### src/rtl/edge_event_sequencer.sv
// edge_event_sequencer: counts qualified change/edge events on sig, waits a post-delay, then pulses done
module edge_event_sequencer #(
  parameter int WIDTH = 1,
  parameter int CNT_W = 8,
  parameter int DLY_W = 8
) (
  input  logic             clk,
  input  logic             rst,
  input  logic             start,
  input  logic             abort,
  input  logic [1:0]       mode,
  input  logic [CNT_W-1:0] count,
  input  logic [DLY_W-1:0] delay,
  input  logic [WIDTH-1:0] sig,
  input  logic             iff_en,
  output logic             busy,
  output logic             done,
  output logic [CNT_W-1:0] events_seen
);
  typedef enum logic [1:0] {IDLE, WAIT, DELAY, DONE} state_t;
  state_t state, state_n;
  logic [1:0] mode_q;
  logic [CNT_W-1:0] rem;
  logic [DLY_W-1:0] dcnt;
  logic [WIDTH-1:0] prev;
  logic ev;
  always_comb begin
    ev = iff_en & (mode_q == 2'd0 ? sig != prev :
                   mode_q == 2'd1 ? ~prev[0] & sig[0] :
                   mode_q == 2'd2 ? prev[0] & ~sig[0] : prev[0] ^ sig[0]);
    state_n = state;
    case (state)
      IDLE:    if (start) state_n = count != '0 ? WAIT : delay != '0 ? DELAY : DONE;
      WAIT:    if (abort) state_n = IDLE;
               else if (ev && rem == CNT_W'(1)) state_n = dcnt != '0 ? DELAY : DONE;
      DELAY:   state_n = abort ? IDLE : dcnt == DLY_W'(1) ? DONE : DELAY;
      default: state_n = IDLE;
    endcase
  end
  assign busy = state == WAIT || state == DELAY;
  assign done = state == DONE;
  always_ff @(posedge clk) begin
    if (rst) begin
      state       <= IDLE;
      mode_q      <= '0;
      rem         <= '0;
      dcnt        <= '0;
      prev        <= '0;
      events_seen <= '0;
    end else begin
      state <= state_n;
      prev  <= sig;
      if (state == IDLE && start) begin
        mode_q      <= mode;
        rem         <= count;
        dcnt        <= delay;
        events_seen <= '0;
      end
      if (state == WAIT && ev && !abort) begin
        rem <= rem - CNT_W'(1);
        if (events_seen != '1) events_seen <= events_seen + CNT_W'(1);
      end
      if (state == DELAY) dcnt <= dcnt - DLY_W'(1);
    end
  end
endmodule

### config.mk
export PLATFORM = sky130hd
export DESIGN_NAME = edge_event_sequencer
export DESIGN_NICKNAME = d
export VERILOG_FILES = /design/src/rtl/edge_event_sequencer.sv
export SDC_FILE = /design/constraint.sdc
export NUM_CORES = 1
export LEC_CHECK = 0
export BUFFER_PORTS_ARGS = -buffer_cell sky130_fd_sc_hd__buf_2
export CAP_MARGIN = 20
export CORE_MARGIN = 2
export CORE_UTILIZATION = 37
export DETAILED_ROUTE_END_ITERATION = 8
export SLEW_MARGIN = 5
export SYNTH_ARGS = -nofsm -noshare
export SYNTH_HDL_FRONTEND = slang
export SYNTH_SLANG_ARGS = --single-unit
export TNS_END_PERCENT = 20
### constraint.sdc
create_clock -name clk -period 3.5 [get_ports clk]
set_input_delay 0.525 -clock clk [delete_from_list [all_inputs] [get_ports clk]]
set_output_delay 0.525 -clock clk [all_outputs]
set_load 0.02 [all_outputs]
==> key figures <==
Logic synthesis
  • Syn_nets: 273
  • Yosys top cell by area: dfxtp_1
  • Primary FF master, synth: dfxtp_1
  • Sequential area share after synthesis: 0.312
  • Post-Syn Area per Cell: between 7 and 8 µm²
  • Netlist cell types: 48
  • Mapped Area: 0.00186 mm²
  • Synth Register Bits: 29
  • Post-synth EDFFs: 0
  • Gate Count Post-Synth: 237
  • Area contributors post-synth: dfxtp_1, ha_1, a21oi_1
  • Async set or reset register ratio after synthesis: 0
  • YS warnings: 0
  • Post-synth top area share: 0.312

STA
  • Clk_skew: between 0.01 and 0.015 ns
  • Final Worst Setup Slack: roughly 1.2 ns
  • Worst slew margin: 0.489
  • Final setup fails: 0
  • Unrepaired setup endpoints after global routing: false
  • Final hold violations: 0
  • Least-Margin Pin Slew: 0.765 ns
  • Fmax: around 430 MHz
  • Fin crit share: 0.661
  • Slew Viols, Final: 0
  • Min cycle time layout: approximately 2.3 ns
  • Setup_tns: 0 ns

Worst setup path
  • Critical path required time: ~3.7 ns
  • Crit. End Element: flop
  • CP Data Arrival Time: between 2 and 3 ns
  • Worst-path maximum fanout: 17
  • Crit. Startpoint: sig
  • Startpoint Class: input port
  • Critical register-to-register path startpoint: prev
  • CP Class: input port to flop

Drt
  • DRT Pass-1 Iters: 4
  • Final WL: roughly 4500 µm
  • Drt drc: 0
  • Initial DRC count: 92
  • Vias per std cell: roughly 5.4
  • Antenna Violating Nets Remaining: 0
  • Routed length per instance: between 10 and 15 µm
  • Via count: about 1800

Cells and area
  • Final Net Count: roughly 300
  • Antenna cells: 0
  • Most common cell after layout, fill and taps aside: buf_2
  • Proportion of layout cells with a drive suffix above 1: 0.178
  • Commonest cells after routing, fill and taps aside: buf_2, dfxtp_1, nand2_1
  • Layout Cells excl Fill: 336
  • Synth-to-Final Area Change: 16.2%
  • Finished Cell Area: 0.00216 mm²

Min path
  • Worst Hold Launch: mode[1]
  • Hold crit path type: input port to flop

Global route
  • First-pass GRT wire length: ~7400 µm
  • GRT Resource Usage Total: 0.172
  • Vias in the first global route: between 1500 and 2000
  • Number of antenna violations at the first check in global routing: 0
  • Largest net degree at the start of global routing: 30
  • Grt ovf: 0

Clocking
  • Root buf cell: clkbuf_8
  • Skew-Pair Late Insertion Delay: approximately 0.29 ns
  • Number of clock sinks: 29
  • CTS tree: yes
  • Post-CTS sizing: 0
  • Clk slew on worst S/H paths: about 0.070 ns
  • Cts hold-fix bufs: 0
  • CTS buffer count: 5
  • H-tree lvl count: 2
  • Clock Tree Buf Depth: 2
  • Setup Buffers After CTS: 0

Placed design
  • Port bufs: 33
  • Pre-CTS setup slack: roughly 0.88 ns
  • GPL Wtd Cong: approximately 0.8
  • Placed cell areas: between 0.002 and 0.0025 mm²
  • Placed Cells: 328
  • DP HPWL: about 3200 µm

Floorplan
  • Width of the die: 74.9 µm
  • # IOs: 34
  • Die area: between 0.005 and 0.006 mm²
  • Num rows: 25
  • Area of the core: approximately 0.0048 mm²
  • Starting Density: 0.389
  • Chip Height: ~75 µm

Run
  • Max-cap viol count: 0

Pwr
  • Pleak: between 0.8 and 0.9 nW
  • Pwr dens: ~490 mW/mm²
  • Max VDD drop: between 0.3 and 0.4 mV

Status
  • Status: finished, final reports clean
[cell type report]
type                            count  area, µm²
Fill cell                         478       2620
Timing Repair Buffer               34        173
Clock inverter                      3       22.5
Multi-Input combinational cell    183       1180
Inverter                           15       56.3
Clock buffer                        5       68.8
Tap cell                           67       83.8
Sequential cell                    29        581
[flip-flops by register name, summed over array words and instances, names as in the netlist]
name / flops
dcnt: 8
state: 2
prev: 1
mode_q: 2
rem: 8
events_seen: 8
[worst paths after layout]
check / depth (start not counted) / slack, ns / endpoint
max reg2reg: 6 / 1.27 / rem[7]
min: 3 / 0.47 / mode_q[1]
max: 8 / 1.19 / rem[7]
min reg2reg: 2 / 0.50 / rem[7]
[stage by stage]
stage / total power, mW / hold WS, ns / util
finish: 1.06 / 0.474 / 0.452
global route: 1.13 / 0.491 / 0.452
CTS: 1.06 / 0.471 / 0.452
detailed placement: 0.773 / 0.495 / 0.433
global placement: 0.773 / 0.491 / 0.433
floorplan: 0.687 / 0.464 / -
[cell usage after synthesis, drive strengths merged, types with 4 or more instances]
cell / n
nand3b: 4
and3: 5
o22ai: 4
or4: 4
nor4: 4
buf: 4
o211ai: 7
nor3: 5
nand3: 10
nor2b: 4
nand2: 25
a21oi: 22
clkbuf: 6
a211oi: 7
ha: 12
nor2: 20
inv: 15
o21ai: 10
dfxtp: 29
[power breakdown]
part / total (mW) / switching, mW / internal (mW)
combinational: 0.359 / 0.217 / 0.141
sequential: 0.415 / 0.0427 / 0.372
clock: 0.288 / 0.149 / 0.139
total: 1.06 / 0.409 / 0.653
[metal layers]
metal / global-route usage / part of all wire / vias up
li1: - / - / 928
met1: 0.226 / 0.50 / 834
met2: 0.273 / 0.44 / 50
met3: 0.0402 / 0.047 / 8
met4: 0.0655 / 0.015 / 0
met5: 0 / 0 / -
[cell families (layout without fill, tap and decap cells)]
group,count (synthesis),in the layout,synth area share
AOI/OAI and AO/OA,69,69,0.245
xor gates and xnor gates,4,4,0.0188
adders and majority gates,12,12,0.0806
buffers and inverters,25,57,0.0551
DFF,29,29,0.312
muxes,5,5,0.0289
and+or+nand+nor,93,93,0.259
[critical path: stages]
cell and delay (ns):
buf_2 0.09, inv_1 0.05, ha_1 0.30, nor2b_1 0.14
or4b_4 0.51, a21oi_4 0.41, mux2_2 0.38, a21oi_1 0.12
Power figures use the tool's default switching activity.
